$ cat config.mk
export PLATFORM = sky130hd
export DESIGN_NAME = uart_tx_scheduler
export DESIGN_NICKNAME = d
export VERILOG_FILES = /design/src/rtl/uart_tx_scheduler.sv
export SDC_FILE = /design/constraint.sdc
export NUM_CORES = 1
export LEC_CHECK = 0
export CORE_ASPECT_RATIO = 0.7
export CORE_UTILIZATION = 45
export DETAILED_ROUTE_END_ITERATION = 7
export GPL_TIMING_DRIVEN = 0
export PLACE_DENSITY = 0.77
export SKIP_CTS_REPAIR_TIMING = 1
export SLEW_MARGIN = 10
export SYNTH_ARGS = -nofsm -noshare
export SYNTH_HDL_FRONTEND = slang
export SYNTH_SLANG_ARGS = --single-unit
$ cat constraint.sdc
create_clock -name i_clk -period 3.3 [get_ports i_clk]
set_clock_uncertainty 0.2 [all_clocks]
set_input_delay 0.66 -clock i_clk [delete_from_list [all_inputs] [get_ports i_clk]]
set_output_delay 0.66 -clock i_clk [all_outputs]
set_load 0.005 [all_outputs]
$ cat src/rtl/uart_tx_scheduler.sv
`timescale 1ns/1ps
// uart_tx_scheduler: round-robin sharing of one UART TX and its baud generator among N_REQ byte producers
module uart_tx_scheduler #(
   parameter int N_REQ         = 3,
   parameter int DATA_W        = 8,
   parameter int GAP_TICKS     = 2,
   parameter int TIMEOUT_TICKS = 24
) (
   input  logic                     i_clk,
   input  logic                     i_rst_n,
   input  logic [N_REQ-1:0]         i_req,
   input  logic [N_REQ*DATA_W-1:0]  i_data,
   output logic [N_REQ-1:0]         o_ack,
   output logic                     o_baud_en,
   input  logic                     i_baud_tick,
   output logic                     o_tx_start,
   output logic [DATA_W-1:0]        o_tx_data,
   input  logic                     i_tx_done,
   output logic                     o_busy,
   output logic [$clog2(N_REQ)-1:0] o_grant_id,
   output logic                     o_timeout
);
   localparam int IW = $clog2(N_REQ);
   localparam int CMAX = GAP_TICKS > TIMEOUT_TICKS ? GAP_TICKS : TIMEOUT_TICKS;
   localparam int CW = $clog2(CMAX + 1);
   localparam logic [CW-1:0] GAP_LAST = CW'(GAP_TICKS == 0 ? 0 : GAP_TICKS - 1);
   localparam logic [CW-1:0] TO_LAST = CW'(TIMEOUT_TICKS - 1);
   typedef enum logic [2:0] {IDLE, GRANT, START, BUSY, GAP} state_t;
   state_t state;
   logic [IW-1:0] ptr, win, idx;
   logic [CW-1:0] cnt;
   logic tick_d, tick_ev;
   assign tick_ev = i_baud_tick & ~tick_d;
   assign o_baud_en = o_busy;
   // scan from farthest to nearest so the requester just after ptr wins
   always_comb begin
      win = ptr;
      idx = ptr;
      for (int i = N_REQ; i >= 1; i--) begin
         idx = IW'((int'(ptr) + i) % N_REQ);
         if (i_req[idx]) win = idx;
      end
   end
   always_ff @(posedge i_clk or negedge i_rst_n) begin
      if (!i_rst_n) begin
         state <= IDLE;
         ptr <= IW'(N_REQ - 1);
         cnt <= '0;
         tick_d <= 1'b0;
         o_ack <= '0;
         o_busy <= 1'b0;
         o_tx_start <= 1'b0;
         o_tx_data <= '0;
         o_grant_id <= '0;
         o_timeout <= 1'b0;
      end else begin
         tick_d <= i_baud_tick;
         o_ack <= '0;
         o_tx_start <= 1'b0;
         o_timeout <= 1'b0;
         case (state)
            IDLE: if (|i_req) begin
               state <= GRANT;
               o_ack[win] <= 1'b1;
               o_tx_data <= i_data[win*DATA_W +: DATA_W];
               o_grant_id <= win;
               ptr <= win;
               o_busy <= 1'b1;
            end
            GRANT: begin
               state <= START;
               o_tx_start <= 1'b1;
            end
            START: begin
               state <= BUSY;
               cnt <= '0;
            end
            BUSY: if (i_tx_done) begin
               state <= GAP;
               cnt <= '0;
            end else if (tick_ev) begin
               if (cnt == TO_LAST) begin
                  state <= GAP;
                  cnt <= '0;
                  o_timeout <= 1'b1;
               end else cnt <= cnt + 1'b1;
            end
            GAP: if (GAP_TICKS == 0 || (tick_ev && cnt == GAP_LAST)) begin
               state <= IDLE;
               cnt <= '0;
               o_busy <= 1'b0;
            end else if (tick_ev) cnt <= cnt + 1'b1;
            default: state <= IDLE;
         endcase
      end
   end
endmodule

==> qor.yml <==
sta:
  slew-limit-headroom_pct: 62.2
  rsz0062_at_grt: "false"
  tightestPinTransition_ns: 0.568
  setup_viol: 0
  setup_tns_ns: 0
  fmax_mhz: 381
  hold_viol: 0
  min_period_ns: 2.62
  period_share_pct: 79.5
  slew_viol_final: 0
synth:
  synthSimpleGateAreaFrac_pct: 18.7
  muxShareOfSynthArea_pct: 7.44
  synth_area_sq_mm: 0.00162
  ys_warn_count: 0
  synthAdderAreaFrac_pct: 4.65
  syn_nets: 212
  synth_top_area_share_pct: 38.7
  synthDistinctLibCells: 37
  synthXorXnorAreaFrac_pct: 0.542
  synthCells: 175
  yosysSeqAreaShare_pct: 40.4
  synth_seq_cells: 26
  yosys.area.top_type: "dfrtp_1"
  synth_top_family_by_area: "compound AO/OA/AOI/OAI gates"
  synth-compound-area-share_pct: 19.9
  synth_area_per_cell_sq_um: 9.23
  synth_area_leaders: "dfrtp_1 (39%), mux2i_1 (7.4%), ha_1 (4.6%)"
cts:
  cts_root_buf: "clkbuf_8"
  numCtsBuffers: 3
  clock_path_buffers: 2
  clock_latency_ns: 0.28
  tritoncts: "done"
  clk_pin_slew_ns: 0.09
  cts.sinks: 26
  htreeDepth: 1
route:
  viasPerCell: 5.35
  dr_wl_met3_um: 298
  wl_met2_um: 1670
  wl_per_cell_um: 13.8
  dr.pass1.iters: 4
  num_vias: 1456
  antenna_left: 0
  drc_errors: 0
  drt-total-wl_um: 3760
  m1WireLength_um: 1780
  topRoutingLayerUsed: "met4"
  drtIter0Drc: 80
run:
  drv_cap: 0
worst_setup_path:
  max_stage_delay_ns: 0.62
  crit_arrival_ns: 2.60
  cp_slowest_cell: "clkdlybuf4s50_1"
  worst-path-max-fanout: 9
  reg2regPathDepth: 10
  start_kind: "input port"
  cp_cell_sequence: "clkdlybuf4s50_1, mux2i_1, o211ai_1, o31ai_1, a211o_1, nand2b_1, buf_2, o221ai_1"
  endpoint_kind: "register"
  critPathRequiredTime_ns: 3.28
  r2r_setup_slack_ns: 0.69
  r2r_end: "o_tx_data[3]"
  path_class: "input port to register"
  crit_start: "i_req[0]"
  r2r-start: "o_grant_id[0]"
global_routing:
  grt_max_degree: 27
  grt_pass1_wl_um: 6270
  overflow: 0
  antenna_found_initial: 0
  grtUsageTotal_pct: 22.0
  grt_pass1_vias: 1388
place:
  hpwl_um: 2840
  place_congestion: 0.828
  io_buffers: 46
min_path:
  min_path_type: "input port to asynchronous set/reset pin"
layout:
  fin_nets: 263
  syn2layout_area_growth_pct: 36.3
  final_common_cell: "clkdlybuf4s50_1"
  antenna_cells: 0
  layout_common_cells: "clkdlybuf4s50_1 (45), dfrtp_1 (25), nand2_1 (18)"
  layout-drive-gt1-share_pct: 8.44
outcome:
  status: "complete, no violations"
floorplan:
  die_y_um: 52.1
  coreArea_sq_mm: 0.00328
  io_pins: 48
  die_area_sq_mm: 0.00384
  die_w_um: 73.6
  initial_core_util_pct: 49.3
  rows: 17
pwr:
  finalPower_mw: 1.82
  peakVddDrop_uv: 439
  p_leak_nw: 1.01
  powerDensity_mw_per_mm2: 829
[how the worst max path moves through the flow]
stage          slack, ns      endpoint
2_1_floorplan       0.96  o_tx_data[0]
3_3_place_gp        0.52  o_tx_data[2]
3_5_place_dp        0.39  o_tx_data[3]
4_1_cts             0.69  o_tx_data[3]
5_1_grt             0.54  o_tx_data[3]
6_report            0.68  o_tx_data[3]
[cell usage after synthesis]
cell / n
a211o_1: 2
a21o_1: 3
a21oi_1: 6
a221o_1: 1
a2bb2oi_1: 1
a31oi_1: 1
and2_0: 2
buf_2: 3
buf_4: 3
buf_6: 3
clkbuf_1: 2
clkbuf_2: 1
dfrtp_1: 25
dfstp_2: 1
ha_1: 6
inv_1: 14
mux2i_1: 12
nand2_1: 18
nand2b_1: 10
nand3_1: 2
nand3b_1: 6
nor2_1: 11
nor3_1: 5
nor3b_1: 3
nor4b_1: 1
o211a_1: 1
o211ai_1: 3
o21ai_0: 9
o21ai_1: 2
o21ai_2: 1
o221ai_1: 8
o31a_1: 1
o31ai_1: 4
o31ai_2: 1
o41ai_1: 1
or2_2: 1
xnor2_1: 1
[routing by layer]
metal	GRT usage (%)	up-vias
li1	-	715
met1	30.0	680
met2	34.6	56
met3	6.78	5
met4	4.49	0
met5	0	-
[state kept, by name, summed over array words and instances (netlist names)]
register / flops
o_baud_en: 1
cnt: 5
o_grant_id: 2
o_ack: 3
o_tx_data: 8
o_timeout: 1
tick_d: 1
ptr: 1
o_tx_start: 1
state: 3
[where the power goes]
group          total (mW)  switching (mW)  internal [mW]
clock network       0.267           0.104          0.162
logic                1.06           0.524          0.537
registers           0.497          0.0700          0.427
total                1.82           0.698           1.13
[through the flow]
step	hold slack, ns	setup slack [ns]	util [%]	cell area [sq um]	cells
4_1_cts	0.302	0.693	67.3	2210	272
3_5_place_dp	0.274	0.386	65.2	2130	268
3_3_place_gp	0.272	0.518	65.2	2130	268
6_report	0.164	0.677	67.2	2200	272
5_1_grt	0.214	0.544	67.2	2200	272
2_1_floorplan	0.164	0.962	-	1620	175
[worst max-delay path: cells and delay by family]
family,cells,cell delay (ns)
AO/OA/AOI/OAI,4,0.82
AND/OR/NAND/NOR,1,0.15
multiplexers,1,0.18
buffers and inverters,2,0.80
[cell type report]
cell class                      count  area [sq um]
Fill cell                         267          1070
Tap cell                           47          58.8
Buffer                             12          83.8
Inverter                           14          52.6
Multi-Input combinational cell    123           827
Sequential cell                    26           652
Timing Repair Buffer               46           455
Clock inverter                      1          30.0
Clock buffer                        3          41.3
[cells by family after synthesis]
group,after synthesis
simple gates,59
compound gates,45
buf+inv,26
flops,26
mux,12
fa+ha+maj,6
xor+xnor,1
No activity file was read; power rests on OpenSTA's default activity.
